### src/rtl/alu16_seq_if.sv
// Request/response bundle between the instruction decoder and alu16_seq.
// The decoder drives the master side; the sequencer implements the slave side.
interface alu16_seq_if;
    logic        start;
    logic [1:0]  op;
    logic [15:0] opA;
    logic [15:0] opB;
    logic [7:0]  flagsIn;
    logic [1:0]  tagIn;
    logic        busy;
    logic        done;
    logic [15:0] result;
    logic [7:0]  flagsOut;
    logic [1:0]  tagOut;

    modport master (
        output start, op, opA, opB, flagsIn, tagIn,
        input  busy, done, result, flagsOut, tagOut
    );

    modport slave (
        input  start, op, opA, opB, flagsIn, tagIn,
        output busy, done, result, flagsOut, tagOut
    );
endinterface

### src/rtl/alu16_seq.sv
// SM83 16-bit add sequencer: drives the shared 8-bit ALU low byte, then high byte.
// Optional INC16/DEC16 on op=3 is enabled by defining ALU16_INCDEC_EN.
module alu16_seq #(
    parameter logic [4:0] OPC_ADD = 5'b00000,
    parameter logic [4:0] OPC_ADC = 5'b00001
) (
    input  logic        clk,
    input  logic        rst_n,
    alu16_seq_if.slave  bus,
    output logic [7:0]  aluA,
    output logic [7:0]  aluB,
    output logic [4:0]  aluOp,
    output logic        aluCarryIn,
    input  logic [7:0]  aluRes,
    input  logic [7:0]  aluFlags
);

    typedef enum logic [1:0] {
        IDLE = 2'd0,
        LOW  = 2'd1,
        HIGH = 2'd2,
        DONE = 2'd3
    } state_t;

    state_t      state;
    logic [1:0]  opr;
    logic [7:0]  flg;
    logic [1:0]  tag;
    logic [7:0]  ahi;
    logic [7:0]  bhi;
    logic [7:0]  resLo;
    logic        hLo;
    logic        cLo;
    logic        legal;
    logic        is_sp;
    logic [7:0]  merged;

    logic        busy_q;
    logic        done_q;
    logic [15:0] result_q;
    logic [7:0]  flags_q;
    logic [1:0]  tag_q;

`ifdef ALU16_INCDEC_EN
    assign legal = 1'b1;
`else
    assign legal = (bus.op != 2'd3);
`endif

    assign is_sp = (opr == 2'd1) || (opr == 2'd2);

    // High-byte flags only matter for ADD16; SP forms report the low-byte carries.
    always_comb begin
        merged = 8'h00;
        unique case (1'b1)
            (opr == 2'd0): merged = {flg[7], 1'b0, aluFlags[5], aluFlags[4], 4'h0};
            is_sp:         merged = {2'b00, hLo, cLo, 4'h0};
            default:       merged = flg;
        endcase
    end

    always_ff @(posedge clk or negedge rst_n) begin
        if (!rst_n) begin
            state      <= IDLE;
            opr        <= 2'd0;
            flg        <= 8'h00;
            tag        <= 2'd0;
            ahi        <= 8'h00;
            bhi        <= 8'h00;
            resLo      <= 8'h00;
            hLo        <= 1'b0;
            cLo        <= 1'b0;
            busy_q     <= 1'b0;
            done_q     <= 1'b0;
            result_q   <= 16'h0000;
            flags_q    <= 8'h00;
            tag_q      <= 2'd0;
            aluA       <= 8'h00;
            aluB       <= 8'h00;
            aluOp      <= OPC_ADD;
            aluCarryIn <= 1'b0;
        end else begin
            unique case (state)
                IDLE: begin
                    if (bus.start && legal) begin
                        state      <= LOW;
                        busy_q     <= 1'b1;
                        opr        <= bus.op;
                        flg        <= bus.flagsIn;
                        tag        <= bus.tagIn;
                        ahi        <= bus.opA[15:8];
                        bhi        <= (bus.op == 2'd1 || bus.op == 2'd2)
                                      ? {8{bus.opB[7]}} : bus.opB[15:8];
                        aluA       <= bus.opA[7:0];
                        aluB       <= bus.opB[7:0];
                        aluOp      <= OPC_ADD;
                        aluCarryIn <= 1'b0;
                    end
                end
                LOW: begin
                    state      <= HIGH;
                    resLo      <= aluRes;
                    hLo        <= aluFlags[5];
                    cLo        <= aluFlags[4];
                    aluA       <= ahi;
                    aluB       <= bhi;
                    aluOp      <= OPC_ADC;
                    aluCarryIn <= aluFlags[4];
                end
                HIGH: begin
                    state      <= DONE;
                    done_q     <= 1'b1;
                    result_q   <= {aluRes, resLo};
                    flags_q    <= merged;
                    tag_q      <= tag;
                    aluA       <= 8'h00;
                    aluB       <= 8'h00;
                    aluOp      <= OPC_ADD;
                    aluCarryIn <= 1'b0;
                end
                DONE: begin
                    state  <= IDLE;
                    done_q <= 1'b0;
                    busy_q <= 1'b0;
                end
                default: state <= IDLE;
            endcase
        end
    end

    assign bus.busy     = busy_q;
    assign bus.done     = done_q;
    assign bus.result   = result_q;
    assign bus.flagsOut = flags_q;
    assign bus.tagOut   = tag_q;

endmodule

### src/flat_wrapper.sv
// flat-port wrapper written by rule: the top's interface ports become plain ports
module alu16_seq_flat 
#(
    parameter logic [4:0] OPC_ADD = 5'b00000,
    parameter logic [4:0] OPC_ADC = 5'b00001
)
  (clk, rst_n, aluA, aluB, aluOp, aluCarryIn, aluRes, aluFlags, bus_start, bus_op, bus_opA, bus_opB, bus_flagsIn, bus_tagIn, bus_busy, bus_done, bus_result, bus_flagsOut, bus_tagOut);
  alu16_seq_if bus_i ();
  input  logic clk;
  input  logic rst_n;
  output logic [7:0] aluA;
  output logic [7:0] aluB;
  output logic [4:0] aluOp;
  output logic aluCarryIn;
  input  logic [7:0] aluRes;
  input  logic [7:0] aluFlags;
  input wire logic [$bits(bus_i.start)-1:0] bus_start;
  input wire logic [$bits(bus_i.op)-1:0] bus_op;
  input wire logic [$bits(bus_i.opA)-1:0] bus_opA;
  input wire logic [$bits(bus_i.opB)-1:0] bus_opB;
  input wire logic [$bits(bus_i.flagsIn)-1:0] bus_flagsIn;
  input wire logic [$bits(bus_i.tagIn)-1:0] bus_tagIn;
  output wire logic [$bits(bus_i.busy)-1:0] bus_busy;
  output wire logic [$bits(bus_i.done)-1:0] bus_done;
  output wire logic [$bits(bus_i.result)-1:0] bus_result;
  output wire logic [$bits(bus_i.flagsOut)-1:0] bus_flagsOut;
  output wire logic [$bits(bus_i.tagOut)-1:0] bus_tagOut;
  assign bus_i.start = bus_start;
  assign bus_i.op = bus_op;
  assign bus_i.opA = bus_opA;
  assign bus_i.opB = bus_opB;
  assign bus_i.flagsIn = bus_flagsIn;
  assign bus_i.tagIn = bus_tagIn;
  assign bus_busy = bus_i.busy;
  assign bus_done = bus_i.done;
  assign bus_result = bus_i.result;
  assign bus_flagsOut = bus_i.flagsOut;
  assign bus_tagOut = bus_i.tagOut;
  alu16_seq #(.OPC_ADD(OPC_ADD), .OPC_ADC(OPC_ADC)) u_core (.clk(clk), .rst_n(rst_n), .bus(bus_i), .aluA(aluA), .aluB(aluB), .aluOp(aluOp), .aluCarryIn(aluCarryIn), .aluRes(aluRes), .aluFlags(aluFlags));
endmodule
### config.mk
export PLATFORM = sky130hd
export DESIGN_NAME = alu16_seq_flat
export DESIGN_NICKNAME = d
export VERILOG_FILES = /design/src/rtl/alu16_seq_if.sv /design/src/rtl/alu16_seq.sv /design/src/flat_wrapper.sv
export SDC_FILE = /design/constraint.sdc
export NUM_CORES = 1
export LEC_CHECK = 0
export ABC_CLOCK_PERIOD_IN_PS = 2500
export BUFFER_PORTS_ARGS = -buffer_cell sky130_fd_sc_hd__buf_2
export CAP_MARGIN = 20
export CORE_UTILIZATION = 40
export DETAILED_ROUTE_END_ITERATION = 16
export SLEW_MARGIN = 20
export SYNTH_ARGS = -nofsm -noshare
export SYNTH_HDL_FRONTEND = slang
export SYNTH_SLANG_ARGS = --single-unit
### constraint.sdc
create_clock -name clk -period 2.5 [get_ports clk]
set_input_delay 0.125 -clock clk [delete_from_list [all_inputs] [get_ports clk]]
set_output_delay 0.125 -clock clk [all_outputs]
set_load 0.05 [all_outputs]
==> metrics.yaml <==
routing:
  first_pass_iters: 4
  route.detailed.drc: 0
  vias_per_cell: 4.74
  dr_total_vias: 2572
  drtIter0Drc: 85
  drt-total-wl_um: 7710
  ant_nets: 0
  wl_per_cell_um: 14.2
clock_network:
  clkSlewWorstSetupHoldPaths_ns: 0.08
  clockBufferDepth: 2
  numCtsBuffers: 9
  htree_levels: 3
  cts-root-buf: "clkbuf_8"
  insertion_delay_ns: 0.35
  clock_sinks: 86
  cts_tree: "built"
sta:
  finalHoldViolCount: 0
  rsz0062_at_grt: "false"
  fin_crit_ns: 1.91
  fin_skew_ns: 0.00628
  setup_viol: 0
  finalSetupTns_ns: 0
  whs_ns: 0.0221
  fin_crit_sh_pct: 76.4
  maxSlewViolCount: 0
  worstMarginPinSlew_ns: 0.623
  slew_headroom_pct: 58.5
  max_freq_ghz: 0.524
synth:
  postSynthAreaPerCell_um2: 12.6
  ys_warn_count: 0
  syn_inst: 302
  seq_area_frac_synth_pct: 56.7
  synth_top_area_share_pct: 56.7
  synth-seq-cells: 86
  synthTopCellsByArea: "dfrtp_1 57%, mux2_2 10%, mux2_4 5.1%"
  syn_area_um2: 3790
  synth.distinct_cells: 28
  synth_area_leader_cell: "dfrtp_1"
global_route:
  grt_max_degree: 48
  grt_util_met1_pct: 23.1
  antenna_found_initial: 0
  grt_pass1_vias: 2633
  grt_pass1_wl_um: 12900
  grtUsageMet3_pct: 4.78
  gr-max-usage-layer: "met2"
  grtUsageTotal_pct: 17.0
  grt.overflow.total: 0
  met2_usage_pct: 25.6
place:
  post-dp-hpwl_um: 5220
  routabilityCongestion: 0.713
  port_buffers: 102
worst_hold_path:
  hold_depth: 2
  hold_class: "in2reg"
  whs_endpoint: "u_core.resLo[5]"
  min_from: "aluRes[5]"
floorplanning:
  rows: 35
  initial_core_util_pct: 41.3
  core_area_um2: 9200
  die_height_um: 99.4
  fp.dieW_um: 99.4
  pin_count: 113
  die_area_um2: 9880
layout:
  area_growth_pct: 26.4
  drive_gt1_share_pct: 40.5
  diodes: 0
  final_nets: 498
power:
  peakVddDrop_mv: 0.809
  power.density_nw_per_um2: 1490
  p_leak_nw: 2.44
critical_path:
  startpoint_type: "flop"
  reg2reg_slack_ns: 0.59
  path_class: "reg2reg"
  rr_startpoint: "u_core.state[0]"
  crit_fanout: 22
  r2r.worst_path.cells: 5
  cp-end-kind: "flop"
  arrival_ns: 2.14
  cp.required_ns: 2.73
  r2r_end: "u_core.ahi[3]"
status:
  status: "completed"
flow_run:
  cap_viol_max_count: 0
==> per-stage QoR <==
step	cells	power, W	setup WS [ns]	utilization [%]	instance area, µm²
2_1_floorplan	305	0.00537	0.942	-	3810
3_5_place_dp	506	0.00611	0.559	47.3	4350
4_1_cts	543	0.00728	0.539	52.2	4800
6_report	543	0.00717	0.590	52.2	4800
3_3_place_gp	506	0.00603	0.612	47.3	4350
5_1_grt	543	0.00766	0.404	52.2	4800
==> flip-flops by register name, indices dropped and copies added, names as in the netlist <==
signal and flops:
u_core.ahi 8, u_core.aluOp 1, u_core.aluB 8, u_core.tag 2
u_core.bhi 8, u_core.aluCarryIn 1, u_core.resLo 8, u_core.aluA 8
u_core.bus.busy 1, u_core.bus.done 1, u_core.hLo 1, u_core.bus.result 16
u_core.flg 8, u_core.state 2, u_core.cLo 1, u_core.opr 2
u_core.bus.flagsOut 8, u_core.bus.tagOut 2
==> kinds of logic after synthesis <==
logic type / after synthesis / share of synthesized area [%]
AOI/OAI and AO/OA: 48 / 6.76
DFF: 86 / 56.7
other: 1 / 0.0988
and+or+nand+nor: 40 / 5.70
adders and majority gates: 8 / 2.64
buffers and inverters: 52 / 7.48
muxes: 67 / 20.6
==> how the worst max path moves through the flow <==
| stage | startpoint | end | slack, ns | cells after the start |
|---|---|---|---|---|
| after global placement | u_core.state[0] | u_core.ahi[6] | 0.61 | 5 |
| after detailed placement | u_core.state[0] | u_core.ahi[3] | 0.56 | 5 |
| final | u_core.state[0] | u_core.ahi[3] | 0.59 | 5 |
| after CTS | u_core.state[0] | u_core.ahi[3] | 0.54 | 5 |
| after floorplan | u_core.state[0] | u_core.aluA[3] | 0.94 | 7 |
| after global routing | u_core.state[0] | u_core.ahi[3] | 0.40 | 5 |
==> cells in the mapped netlist <==
cell type	count
nand2b_1	1
nor2b_1	11
nand3b_1	1
clkbuf_1	2
ha_1	8
inv_1	32
nor2_1	3
a221oi_1	2
mux2_2	35
buf_12	2
mux2_1	2
buf_6	4
buf_4	5
nand2_1	10
buf_2	6
a21oi_1	24
a21oi_2	1
and2_1	2
mux2i_1	17
o21ai_0	18
mux2_4	13
o211ai_1	1
conb_1	1
dfrtp_1	86
and2b_1	5
buf_1	1
nand3_1	7
o22ai_1	2
==> cells in the final DEF, fill, tap and decap left out, types with 4 or more instances in the layout <==
master         count
buf_2            101
dfrtp_1           86
mux2_2            35
inv_1             32
a21oi_1           24
dlygate4sd3_1     21
o21ai_0           18
mux2i_1           17
mux2_4            13
nor2b_1           11
clkbuf_8          11
nand2_1           10
buf_4              9
ha_1               8
nand3_1            7
and2b_1            5
conb_1             4
==> layout make-up <==
cell class / instances / area [µm²]
Clock buffer: 11 / 151
Multi-Input combinational cell: 167 / 1370
Inverter: 32 / 120
Clock inverter: 5 / 81.3
Tap cell: 111 / 139
Fill cell: 851 / 4400
Timing Repair Buffer: 131 / 783
Sequential cell: 86 / 2150
==> metal layers <==
| metal | share of wire [%] | up-vias |
|---|---|---|
| met5 | 0 | - |
| met4 | 1.2 | 0 |
| met3 | 6.2 | 8 |
| met2 | 43 | 91 |
| met1 | 49 | 1227 |
| li1 | - | 1246 |
==> worst max-delay path, stage by stage (launching register included) <==
cell	delay, ns
dfrtp_1	0.41
inv_1	0.13
ha_1	0.25
nand3b_1	0.34
buf_4	0.35
mux2_4	0.32
==> power breakdown <==
| group | leakage (nW) | switching, W | internal [W] |
|---|---|---|---|
| logic | 1.28 | 0.00234 | 0.00131 |
| clock network | 0.116 | 0.000488 | 0.000618 |
| registers | 1.05 | 0.000337 | 0.00208 |
| total | 2.44 | 0.00317 | 0.00400 |
==> repair_timing <==
action	in CTS	in global routing
endpoints found under the hold margin	66	0
hold buffers	21	0
resized for setup	0	0
buffers inserted	0	0
Note: power is estimated with default switching activity, not from simulation.
